## src/rtl/score_sched_if.sv

```systemverilog
// Score sequencer bus: game-logic events in, BCD score / status out.
// master = game logic side driving events; slave = score_sched.
// hiscore digits are always present; they read 0 when the high-score feature is off.
interface score_sched_if;
  logic       gamestart;
  logic       shot_enm;
  logic       shot_boss;
  logic       shot_reimu;
  logic [3:0] enm_dead;
  logic       boss_dead;
  logic [3:0] score0;
  logic [3:0] score1;
  logic [3:0] score2;
  logic [3:0] score3;
  logic       busy;
  logic       ev_drop;
  logic [3:0] hiscore0;
  logic [3:0] hiscore1;
  logic [3:0] hiscore2;
  logic [3:0] hiscore3;

  modport master (
    output gamestart, shot_enm, shot_boss, shot_reimu, enm_dead, boss_dead,
    input  score0, score1, score2, score3, busy, ev_drop,
    input  hiscore0, hiscore1, hiscore2, hiscore3
  );

  modport slave (
    input  gamestart, shot_enm, shot_boss, shot_reimu, enm_dead, boss_dead,
    output score0, score1, score2, score3, busy, ev_drop,
    output hiscore0, hiscore1, hiscore2, hiscore3
  );
endinterface

```

## src/rtl/score_sched.sv

```systemverilog
// Score sequencer: queues per-source scoring events, applies them one at a time via a digit-serial BCD add/carry FSM.
// Latency: event sampled E0, granted E1, no-carry result after E2; each carry ripple adds one cycle.
// No backpressure: per-source counters saturate, overflowing events are dropped and flagged on ev_drop.
// Optional high-score register enabled by defining SCORE_HISCORE_EN.
module score_sched #(
  parameter int PEND_W     = 2,
  parameter int HIT_ENM_W  = 1,
  parameter int HIT_BOSS_W = 2
) (
  input  logic         clk22,
  input  logic         rst,
  score_sched_if.slave bus
);

  typedef enum logic [1:0] {IDLE, ADD, CARRY} state_t;

  localparam int                 NSRC     = 7;  // 0=KB, 1..4=K0..K3, 5=HB, 6=HE
  localparam logic [PEND_W-1:0]  PEND_ONE = {{(PEND_W-1){1'b0}}, 1'b1};

  state_t                        state_q, state_d;
  logic [3:0][3:0]               dig_q, dig_d;
  logic [NSRC-1:0][PEND_W-1:0]   pend_q, pend_d;
  logic [1:0]                    idx_q, idx_d;
  logic [3:0]                    addend_q, addend_d;
  logic                          boss_dead_q, boss_dead_d;
  logic [3:0]                    enm_dead_q, enm_dead_d;
  logic                          ev_drop_q, ev_drop_d;
  logic [NSRC-1:0]               ev;
  logic [NSRC-1:0]               gnt;
  logic                          gnt_vld;
  logic [2:0]                    gnt_sel;
  logic [4:0]                    sum;
  logic [4:0]                    sum_m10;
  logic                          carry;
  logic                          flush;

  // Flush on gamestart or player hit: score, queue and FSM all cleared.
  assign flush = bus.gamestart | bus.shot_reimu;

  // Event detection: dead levels become single events on their rising edge.
  always_comb begin
    ev      = '0;
    ev[0]   = bus.boss_dead & ~boss_dead_q;
    ev[4:1] = bus.enm_dead & ~enm_dead_q;
    ev[5]   = bus.shot_boss;
    ev[6]   = bus.shot_enm;
  end

  // Fixed-priority grant in IDLE: lowest source index wins.
  always_comb begin
    gnt     = '0;
    gnt_vld = 1'b0;
    gnt_sel = '0;
    if (state_q == IDLE) begin
      for (int i = 0; i < NSRC; i++) begin
        if (!gnt_vld && pend_q[i] != '0) begin
          gnt_vld = 1'b1;
          gnt_sel = 3'(i);
          gnt[i]  = 1'b1;
        end
      end
    end
  end

  // Digit adder: ADD uses the latched addend, CARRY adds one.
  always_comb begin
    sum     = {1'b0, dig_q[idx_q]} + ((state_q == ADD) ? {1'b0, addend_q} : 5'd1);
    sum_m10 = sum - 5'd10;
    carry   = (sum > 5'd9);
  end

  // State register plus all datapath flops; hiscore is only cleared by rst.
  always_ff @(posedge clk22) begin
    if (rst) begin
      state_q     <= IDLE;
      dig_q       <= '0;
      pend_q      <= '0;
      idx_q       <= '0;
      addend_q    <= '0;
      boss_dead_q <= 1'b0;
      enm_dead_q  <= '0;
      ev_drop_q   <= 1'b0;
    end else begin
      state_q     <= state_d;
      dig_q       <= dig_d;
      pend_q      <= pend_d;
      idx_q       <= idx_d;
      addend_q    <= addend_d;
      boss_dead_q <= boss_dead_d;
      enm_dead_q  <= enm_dead_d;
      ev_drop_q   <= ev_drop_d;
    end
  end

  // Next-state: ADD/CARRY continue only while a carry ripples below digit3.
  always_comb begin
    state_d = state_q;
    case (state_q)
      IDLE:    if (gnt_vld) state_d = ADD;
      ADD:     state_d = (carry && idx_q != 2'd3) ? CARRY : IDLE;
      CARRY:   state_d = (carry && idx_q != 2'd3) ? CARRY : IDLE;
      default: state_d = IDLE;
    endcase
    if (flush) state_d = IDLE;
  end

  // Datapath next values: pending counters, grant latch, digit update, flush.
  always_comb begin
    dig_d       = dig_q;
    pend_d      = pend_q;
    idx_d       = idx_q;
    addend_d    = addend_q;
    ev_drop_d   = 1'b0;
    boss_dead_d = bus.gamestart ? 1'b0 : bus.boss_dead;
    enm_dead_d  = bus.gamestart ? 4'd0 : bus.enm_dead;

    // Event and grant on the same counter cancel; a saturated counter drops the event.
    for (int i = 0; i < NSRC; i++) begin
      if (ev[i] && !gnt[i]) begin
        if (&pend_q[i]) ev_drop_d = 1'b1;
        else            pend_d[i] = pend_q[i] + PEND_ONE;
      end else if (gnt[i] && !ev[i]) begin
        pend_d[i] = pend_q[i] - PEND_ONE;
      end
    end

    if (gnt_vld) begin
      if (gnt_sel == 3'd0) begin
        idx_d    = 2'd3;
        addend_d = 4'd1;
      end else if (gnt_sel <= 3'd4) begin
        idx_d    = 2'd2;
        addend_d = 4'd1;
      end else if (gnt_sel == 3'd5) begin
        idx_d    = 2'd0;
        addend_d = 4'(HIT_BOSS_W);
      end else begin
        idx_d    = 2'd0;
        addend_d = 4'(HIT_ENM_W);
      end
    end

    if (state_q == ADD || state_q == CARRY) begin
      if (carry) begin
        if (idx_q == 2'd3) begin
          dig_d = {4{4'd9}};  // carry out of thousands: pin at 9999
        end else begin
          dig_d[idx_q] = sum_m10[3:0];
          idx_d        = idx_q + 2'd1;
        end
      end else begin
        dig_d[idx_q] = sum[3:0];
      end
    end

    if (flush) begin
      dig_d     = '0;
      pend_d    = '0;
      ev_drop_d = 1'b0;
    end
  end

  // Outputs: busy while the FSM works or anything is queued.
  always_comb begin
    bus.busy    = (state_q != IDLE) || (|pend_q);
    bus.ev_drop = ev_drop_q;
    bus.score0  = dig_q[0];
    bus.score1  = dig_q[1];
    bus.score2  = dig_q[2];
    bus.score3  = dig_q[3];
  end

`ifdef SCORE_HISCORE_EN
  logic [3:0][3:0] hiscore_q, hiscore_d;

  // Packed BCD with thousands in the top nibble compares correctly as unsigned.
  always_comb begin
    hiscore_d = hiscore_q;
    if (state_q == IDLE && dig_q > hiscore_q) hiscore_d = dig_q;
  end

  // High score register survives gamestart and player hits.
  always_ff @(posedge clk22) begin
    if (rst) hiscore_q <= '0;
    else     hiscore_q <= hiscore_d;
  end

  // Drive high-score digits from the register.
  always_comb begin
    bus.hiscore0 = hiscore_q[0];
    bus.hiscore1 = hiscore_q[1];
    bus.hiscore2 = hiscore_q[2];
    bus.hiscore3 = hiscore_q[3];
  end
`else
  // High score disabled: digits read as zero.
  always_comb begin
    bus.hiscore0 = 4'd0;
    bus.hiscore1 = 4'd0;
    bus.hiscore2 = 4'd0;
    bus.hiscore3 = 4'd0;
  end
`endif

endmodule

```

## src/flat_wrapper.sv

```systemverilog
// flat-port wrapper written by rule: the top's interface ports become plain ports
module score_sched_flat 
#(
  parameter int PEND_W     = 2,
  parameter int HIT_ENM_W  = 1,
  parameter int HIT_BOSS_W = 2
)
  (clk22, rst, bus_gamestart, bus_shot_enm, bus_shot_boss, bus_shot_reimu, bus_enm_dead, bus_boss_dead, bus_score0, bus_score1, bus_score2, bus_score3, bus_busy, bus_ev_drop, bus_hiscore0, bus_hiscore1, bus_hiscore2, bus_hiscore3);
  score_sched_if bus_i ();
  input  logic clk22;
  input  logic rst;
  input wire logic [$bits(bus_i.gamestart)-1:0] bus_gamestart;
  input wire logic [$bits(bus_i.shot_enm)-1:0] bus_shot_enm;
  input wire logic [$bits(bus_i.shot_boss)-1:0] bus_shot_boss;
  input wire logic [$bits(bus_i.shot_reimu)-1:0] bus_shot_reimu;
  input wire logic [$bits(bus_i.enm_dead)-1:0] bus_enm_dead;
  input wire logic [$bits(bus_i.boss_dead)-1:0] bus_boss_dead;
  output wire logic [$bits(bus_i.score0)-1:0] bus_score0;
  output wire logic [$bits(bus_i.score1)-1:0] bus_score1;
  output wire logic [$bits(bus_i.score2)-1:0] bus_score2;
  output wire logic [$bits(bus_i.score3)-1:0] bus_score3;
  output wire logic [$bits(bus_i.busy)-1:0] bus_busy;
  output wire logic [$bits(bus_i.ev_drop)-1:0] bus_ev_drop;
  output wire logic [$bits(bus_i.hiscore0)-1:0] bus_hiscore0;
  output wire logic [$bits(bus_i.hiscore1)-1:0] bus_hiscore1;
  output wire logic [$bits(bus_i.hiscore2)-1:0] bus_hiscore2;
  output wire logic [$bits(bus_i.hiscore3)-1:0] bus_hiscore3;
  assign bus_i.gamestart = bus_gamestart;
  assign bus_i.shot_enm = bus_shot_enm;
  assign bus_i.shot_boss = bus_shot_boss;
  assign bus_i.shot_reimu = bus_shot_reimu;
  assign bus_i.enm_dead = bus_enm_dead;
  assign bus_i.boss_dead = bus_boss_dead;
  assign bus_score0 = bus_i.score0;
  assign bus_score1 = bus_i.score1;
  assign bus_score2 = bus_i.score2;
  assign bus_score3 = bus_i.score3;
  assign bus_busy = bus_i.busy;
  assign bus_ev_drop = bus_i.ev_drop;
  assign bus_hiscore0 = bus_i.hiscore0;
  assign bus_hiscore1 = bus_i.hiscore1;
  assign bus_hiscore2 = bus_i.hiscore2;
  assign bus_hiscore3 = bus_i.hiscore3;
  score_sched #(.PEND_W(PEND_W), .HIT_ENM_W(HIT_ENM_W), .HIT_BOSS_W(HIT_BOSS_W)) u_core (.clk22(clk22), .rst(rst), .bus(bus_i));
endmodule
```

## config.mk

```make
export PLATFORM = sky130hd
export DESIGN_NAME = score_sched_flat
export DESIGN_NICKNAME = d
export VERILOG_FILES = /design/src/rtl/score_sched_if.sv /design/src/rtl/score_sched.sv /design/src/flat_wrapper.sv
export SDC_FILE = /design/constraint.sdc
export NUM_CORES = 1
export LEC_CHECK = 0
export CAP_MARGIN = 10
export CORE_UTILIZATION = 54
export DETAILED_ROUTE_END_ITERATION = 6
export GPL_ROUTABILITY_DRIVEN = 0
export PLACE_DENSITY = 0.81
export RECOVER_POWER = 25
export SLEW_MARGIN = 20
export SYNTH_ARGS = -nofsm -noshare
export SYNTH_HDL_FRONTEND = slang
export SYNTH_SLANG_ARGS = --single-unit
```

## constraint.sdc

```tcl
create_clock -name clk22 -period 3.7 [get_ports clk22]
set_input_delay 0.925 -clock clk22 [delete_from_list [all_inputs] [get_ports clk22]]
set_output_delay 0.925 -clock clk22 [all_outputs]
set_load 0.01 [all_outputs]
```

==> results.txt, run 1 <==
----------------------------------------------------
[Run status]
  Status ... completed

[Place]
  Number of placed instances with taps included ... 424
  Post-DP HPWL ... 4.73 mm
  DP Area ... 2980 sq um
  Total of buffers placed on input and output ports ... 28

[Timing]
  Setup Viol. Count Final ... 0
  Setup repair after global routing missed its margin ... no
  Final Hold Vio Count ... 0
  Actual transition at the worst max-transition pin ... 0.691 ns
  Worst clock skew ... 0.00408 ns
  Fmax achieved ... 286 MHz
  Setup Total Neg Slack ... 0 ns
  Post-route minimum period ... 3.50 ns
  Max-slew violations ... 0
  Max-Slew Margin vs Limit ... 53.9%
  Post-route fraction of the period consumed by the critical path ... 94.6%

[Clock tree]
  Clock buffer count from CTS ... 5
  Clock tree buffer depth ... 2
  Root buffer cell ... clkbuf_8
  Sinks on the clock net ... 42
  Post-cts repair resize count ... 0
  Clock tree from TritonCTS ... done
  CTS H-Tree Depth ... 2
  Source-to-sink clock delay at the later pin of the worst-skew pair ... 0.29 ns
  Hold buffers post-CTS ... 0
  Buffer count from post-CTS setup fixing ... 0
  Clk pin slew, worst setup/hold paths ... 0.08 ns

[Hold path]
  Hold Crit Class ... reg -> reg

[Final layout]
  Count of antenna diodes in the layout ... 0
  Share of layout cells above drive strength 1 ... 6.58%
  Net total in the final layout ... 387
  Area growth from synthesis to layout ... 12.9%
  Final Cell Area ... 3070 sq um
  Final std cells w/o fill ... 432

[Floorplan]
  Number of rows in the core area ... 25
  Die Height ... 72.9 microns
  Core region area ... 4790 sq um
  Die Outline Area ... 5320 sq um
  # IOs ... 45
  Initial Util ... 56.8%
  Horiz. Die Dim ... 72.9 microns

[Logic synthesis]
  Async set or reset register ratio after synthesis ... 0%
  Mean Syn Cell Area ... 7.97 sq um
  Post-synthesis cell type with the largest combined area ... dfxtp_1
  Leading cell type by number of instances after synthesis ... dfxtp_1
  Cell Area, Synth ... 2720 sq um
  Register area share after synthesis ... 30.9%
  Synth Instances ... 341
  Most used flip-flop cell after synthesis ... dfxtp_1
  Commonest cells post-synth ... dfxtp_1 (42), nor2_1 (36), nand2_1 (31), a21oi_1 (25), o21ai_0 (19)
  Share of Yosys cell area claimed by the top area cell type ... 30.9%
  Number of flops mapped to enable cells by yosys ... 0
  FF+latch count, synth ... 42
  Top post-synthesis cells by area ... dfxtp_1 (31%), ha_1 (5.1%), nor2_1 (5.0%)
  Warning count from the yosys run ... 0
  Distinct cell type count of the synthesized netlist ... 59

[Run]
  Count of maximum capacitance violations ... 0

[Setup path]
  Slowest stage cell, crit path ... mux4_2
  Highest cell delay on the worst timing path ... 0.53 ns
  Cell family with most CP delay ... compound AO/OA/AOI/OAI gates
  Required arrival time at the worst endpoint ... 3.89 ns
  Kind of start point of the critical path ... flip-flop
  Crit path max fanout ... 9
  Worst setup path class ... reg -> reg
  Critical Path Sink Type ... flip-flop
  Endpoint arrival time on the critical path ... 3.69 ns
  Critical path buffers and inverters ... 2
  Crit path cell chain ... mux4_2 > ha_1 > inv_1 > fa_1 > inv_1 > xnor2_1 > ha_1 > nand2b_1 > a31oi_1 > o22ai_2 > or2_1 > a21oi_2 > o32ai_1

[Global routing]
  Number of global-route vias before repair ... 2120
  Initial antenna violation count ... 0
  Largest net degree at the start of global routing ... 17
  Global-route wire length before repair ... 9.95 mm
  Total global-route track usage ... 24.2%
  Global-route congestion overflow total ... 0

[Route]
  Count of TritonRoute iterations in the first routing pass ... 4
  Via/cell ratio ... 5.97
  Routed vias ... 2580
  Detailed-route wire length per cell ... 14.6 microns
  DR iter-0 viols ... 225
  DR DRC count ... 0
  Aggregate routed wire length ... 6.29 mm
  Post-DRT Antenna Nets ... 0

[Power and ir drop]
  Peak ir drop on the vdd network ... 0.201 mV
  Leakage power figure ... 1.17 nW
  Total power divided by cell area ... 296 nW/um^2

----------------------------------------------------
## final timing paths
path	to	from	slack, ns	depth (start not counted)
setup / recovery	u_core.bus.score1[2]	u_core.idx_q[0]	0.20	13
setup reg to reg	u_core.bus.score1[2]	u_core.idx_q[0]	0.20	13
hold / removal	u_core.addend_q[0]	u_core.addend_q[0]	0.47	2
hold reg to reg	u_core.addend_q[0]	u_core.addend_q[0]	0.47	2
## layout by cell type (no fill, tap or decap), types with 3 or more instances in the layout
cell,Yosys,final
dfxtp_1,42,42
nor2_1,36,36
nand2_1,31,31
clkdlybuf4s50_1,0,26
a21oi_1,25,25
o21ai_0,19,19
conb_1,1,16
nand3_1,14,14
inv_1,13,13
ha_1,11,11
nand2b_1,8,8
nor4_1,7,7
nor3_1,7,7
and2_1,7,7
and3_1,6,6
clkbuf_8,0,6
a22oi_1,5,5
mux4_2,4,4
xnor2_1,4,4
nand4_1,4,4
a211oi_1,4,4
clkbuf_1,13,4
or3_1,3,3
a21o_1,3,3
a31oi_1,3,3
mux2i_1,3,3
a221oi_1,3,3
o32ai_1,3,3
o21bai_1,3,3
or2_2,3,3
nor2b_1,3,3
buf_4,16,3
## power by group
part | switching (mW) | total [mW] | internal, mW
combinational | 0.0780 | 0.130 | 0.0522
clock | 0.159 | 0.310 | 0.151
sequential | 0.00859 | 0.469 | 0.460
## worst register-to-register path, cell delays in order, from the launching register on
cell	delay, ns
dfxtp_1	0.40
mux4_2	0.53
ha_1	0.23
inv_1	0.07
fa_1	0.18
inv_1	0.10
xnor2_1	0.15
ha_1	0.27
nand2b_1	0.16
a31oi_1	0.12
o22ai_2	0.34
or2_1	0.39
a21oi_2	0.13
o32ai_1	0.32
## sequential cells by signal, summed over array words and instances, names as in the netlist, named ones only
register,count
u_core.bus.score2,4
u_core.bus.ev_drop,1
u_core.idx_q,2
u_core.state_q,2
u_core.pend_q,14
u_core.bus.score3,3
u_core.enm_dead_q,4
u_core.addend_q,2
u_core.boss_dead_q,1
u_core.bus.score0,4
u_core.bus.score1,4
## per-stage QoR
stage | worst slack [ns] | hold WS (ns) | utilization (%) | power [mW]
global route | 0.0434 | 0.507 | 64.1 | 0.949
floorplan | 0.316 | 0.440 | - | 0.582
CTS | 0.0928 | 0.478 | 64.2 | 0.911
detailed placement | 0.111 | 0.465 | 62.3 | 0.608
global placement | 0.328 | 0.462 | 62.3 | 0.605
finish | 0.200 | 0.474 | 64.1 | 0.909
## kinds of logic after synthesis
kind of cell	synth area share, %
AO/OA/AOI/OAI	23.0
adder cells (fa/ha/maj)	5.80
flip-flops	30.9
XOR/XNOR	1.61
AND/OR/NAND/NOR	24.9
multiplexers	4.42
other	0.138
buffers and inverters	9.21
## area by class of cell
| type | instances | area, sq um |
|---|---|---|
| Multi-Input combinational cell | 268 | 1690 |
| Inverter | 13 | 48.8 |
| Clock buffer | 7 | 86.3 |
| Timing Repair Buffer | 34 | 314 |
| Fill cell | 425 | 1720 |
| Tap cell | 67 | 83.8 |
| Clock inverter | 1 | 5.00 |
| Sequential cell | 42 | 841 |
## metal layers
| metal | GRT usage [%] | vias up | part of all wire, % |
|---|---|---|---|
| li1 | - | 1250 | - |
| met1 | 34.7 | 1198 | 45 |
| met2 | 37.1 | 119 | 45 |
| met3 | 3.87 | 13 | 8.0 |
| met4 | 7.63 | 0 | 1.7 |
| met5 | 0 | - | 0 |
(Power assumes the default switching activity.)
==> run 2: changes to the inputs <==
--- a/config.mk
+++ b/config.mk
@@ -5,7 +5,7 @@
 export SDC_FILE = /design/constraint.sdc
 export NUM_CORES = 1
 export LEC_CHECK = 0
-export CAP_MARGIN = 10
+export CAP_MARGIN = 20
 export CORE_UTILIZATION = 54
 export DETAILED_ROUTE_END_ITERATION = 6
 export GPL_ROUTABILITY_DRIVEN = 0
==> results of run 2 <==
The final DEF is identical to that of run 1; final timing and power are the same.
==> run 3: changes to the inputs <==
--- a/config.mk
+++ b/config.mk
@@ -5,6 +5,7 @@
 export SDC_FILE = /design/constraint.sdc
 export NUM_CORES = 1
 export LEC_CHECK = 0
+export ABC_AREA = 1
 export CAP_MARGIN = 20
 export CORE_UTILIZATION = 54
 export DETAILED_ROUTE_END_ITERATION = 6
==> run 3 against run 2 <==
  * Synthesized area rose by 1.9%
  * Register-to-register slack improved by 0.19 ns
  * Sequential power rose by 2%
  * Final cell count rose by 22%
  * Critical path depth rose by 3
  * Die area rose by 1.8%
  * Clock power fell by 8.4%
  * Non-clock buffer count fell by 5
==> results.txt, run 3 <==
----------------------------------------------------
[Global routing]
  Global-route congestion overflow total ... 0
  Largest net degree at the start of global routing ... 22
  Global-route wire length before repair ... 10.8 mm
  Total global-route track usage ... 25.7%
  Number of global-route vias before repair ... 2457
  Initial antenna violation count ... 0

[Route]
  Routed vias ... 2807
  Aggregate routed wire length ... 6.16 mm
  Count of TritonRoute iterations in the first routing pass ... 5
  DR DRC count ... 0
  Detailed-route wire length per cell ... 11.7 microns
  Post-DRT Antenna Nets ... 0
  Via/cell ratio ... 5.33
  DR iter-0 viols ... 305

[Floorplan]
  Die Height ... 73.6 microns
  Initial Util ... 57.5%
  Number of rows in the core area ... 25
  Core region area ... 4820 sq um
  Horiz. Die Dim ... 73.6 microns
  Die Outline Area ... 5420 sq um
  # IOs ... 45

[Clock tree]
  Clk pin slew, worst setup/hold paths ... 0.08 ns
  Post-cts repair resize count ... 0
  Sinks on the clock net ... 42
  Clock tree buffer depth ... 2
  Root buffer cell ... clkbuf_8
  Hold buffers post-CTS ... 0
  Buffer count from post-CTS setup fixing ... 0
  Source-to-sink clock delay at the later pin of the worst-skew pair ... 0.30 ns
  Clock tree from TritonCTS ... done
  CTS H-Tree Depth ... 2
  Clock buffer count from CTS ... 5

[Logic synthesis]
  FF+latch count, synth ... 42
  Post-synthesis cell type with the largest combined area ... dfxtp_1
  Register area share after synthesis ... 30.4%
  Commonest cells post-synth ... nand2_1 (109), inv_1 (55), nor2_1 (50), dfxtp_1 (42), nand3_1 (38)
  Most used flip-flop cell after synthesis ... dfxtp_1
  Share of Yosys cell area claimed by the top area cell type ... 30.4%
  Mean Syn Cell Area ... 6.37 sq um
  Distinct cell type count of the synthesized netlist ... 31
  Leading cell type by number of instances after synthesis ... nand2_1
  Top post-synthesis cells by area ... dfxtp_1 (30%), nand2_1 (15%), inv_1 (7.5%)
  Synth Instances ... 435
  Cell Area, Synth ... 2770 sq um
  Warning count from the yosys run ... 0
  Async set or reset register ratio after synthesis ... 0%
  Number of flops mapped to enable cells by yosys ... 0

[Setup path]
  Required arrival time at the worst endpoint ... 3.89 ns
  Slack of the worst reg-to-reg path ... 0.39 ns
  Worst setup path class ... reg -> reg
  Crit path max fanout ... 15
  Endpoint arrival time on the critical path ... 3.50 ns
  Kind of start point of the critical path ... flip-flop
  Critical Path Sink Type ... flip-flop

[Timing]
  Setup Total Neg Slack ... 0 ns
  Setup repair after global routing missed its margin ... no
  Worst clock skew ... 0.00611 ns
  Post-route fraction of the period consumed by the critical path ... 89.5%
  Setup Viol. Count Final ... 0
  Fmax achieved ... 302 MHz
  Post-route minimum period ... 3.31 ns
  Max-Slew Margin vs Limit ... 39.5%
  Final Hold Vio Count ... 0
  Max-slew violations ... 0
  Actual transition at the worst max-transition pin ... 0.908 ns

[Final layout]
  Net total in the final layout ... 483
  Area used by multi-input combinational logic ... 1580 sq um
  Leading cell type in the layout, fill and taps excluded ... nand2_1
  Footprint of the flip-flops and latches ... 841 sq um
  Area growth from synthesis to layout ... 11.5%
  Register with the most flip-flops ... u_core.pend_q
  Highest-count cells in the layout ignoring fill and taps ... nand2_1 (109), inv_1 (55), nor2_1 (51), dfxtp_1 (42), nand3_1 (38)
  Filler cell count in the final layout ... 460
  Max reg flops ... 14
  Share of layout cells above drive strength 1 ... 3.91%
  Count of antenna diodes in the layout ... 0

[Power and ir drop]
  Peak ir drop on the vdd network ... 0.177 mV
  Internal power component ... 0.680 mW
  Switching Power ... 0.341 mW
  Switching share of power ... 33.4%
  Relative contribution of the clock network to total power ... 27.8%
  Total power divided by cell area ... 331 nW/um^2
  Share of power burned in registers ... 46.8%
  Total chip power ... 1.02 mW
  Proportion of power drawn by combinational gates ... 25.4%
  Leakage power figure ... 1.48 nW

[Place]
  Total of buffers placed on input and output ports ... 28
  Post-DP HPWL ... 4.77 mm

[Run status]
  Status ... completed

[Hold path]
  Hold Crit Class ... reg -> reg

[Run]
  Count of maximum capacitance violations ... 0

----------------------------------------------------
## run 3: cells by family after synthesis
family | count (synthesis) | synth area share, %
simple gates | 226 | 35.7
other cells | 1 | 0.135
buf+inv | 83 | 14.4
compound gates | 71 | 13.8
fa+ha+maj | 12 | 5.69
flops | 42 | 30.4
## run 3: final timing paths
kind / startpoint / cells past startpoint / endpoint
min reg2reg: u_core.addend_q[0] / 2 / u_core.addend_q[0]
max reg2reg: u_core.idx_q[0] / 16 / u_core.idx_q[1]
min: u_core.addend_q[0] / 2 / u_core.addend_q[0]
max: u_core.idx_q[0] / 16 / u_core.idx_q[1]
## run 3: layout make-up
| class | instances | area share [%] |
|---|---|---|
| multi-input combinational | 325 | 51.3 |
| sequential | 42 | 27.2 |
| timing repair buffer | 29 | 9.20 |
| inverter | 57 | 6.93 |
| tap | 67 | 2.72 |
| clock buffer | 6 | 2.35 |
| clock inverter | 1 | 0.243 |
## run 3: metrics by stage
step | area (sq um) | hold WS, ns | std cells | util [%] | worst slack, ns
3_3_place_gp | 3010 | 0.445 | 520 | 62.5 | 0.603
6_report | 3090 | 0.474 | 527 | 64.1 | 0.390
5_1_grt | 3090 | 0.501 | 527 | 64.1 | 0.0224
3_5_place_dp | 3010 | 0.463 | 520 | 62.5 | 0.448
2_1_floorplan | 2830 | 0.431 | 450 | - | 0.906
4_1_cts | 3090 | 0.476 | 527 | 64.2 | 0.442
## run 3: per-layer routing
layer	share of wire [%]	global-route usage [%]	vias up
li1	-	-	1422
met1	46	32.9	1266
met2	46	42.4	105
met3	6.9	6.17	14
met4	1.3	8.33	0
met5	0	0	-
## run 3: critical path, cell delays in order, from the launching register on
cell,delay (ns)
dfxtp_1,0.45
inv_1,0.36
nand2_1,0.10
a32oi_1,0.28
inv_1,0.10
fa_1,0.41
nand3b_1,0.18
nand2_1,0.13
ha_1,0.18
inv_1,0.05
or2_2,0.31
nand3_4,0.16
nand2_4,0.14
nand3_1,0.18
nand3_1,0.09
inv_1,0.06
nor2_1,0.03
## run 3: power by group through the flow
stage               Sequential [mW]  Clock, mW  Combinational [mW]
floorplan                     0.483          0               0.210
global route                  0.480      0.309               0.295
finish                        0.477      0.284               0.260
global placement              0.487          0               0.247
CTS                           0.477      0.297               0.256
detailed placement            0.487          0               0.254
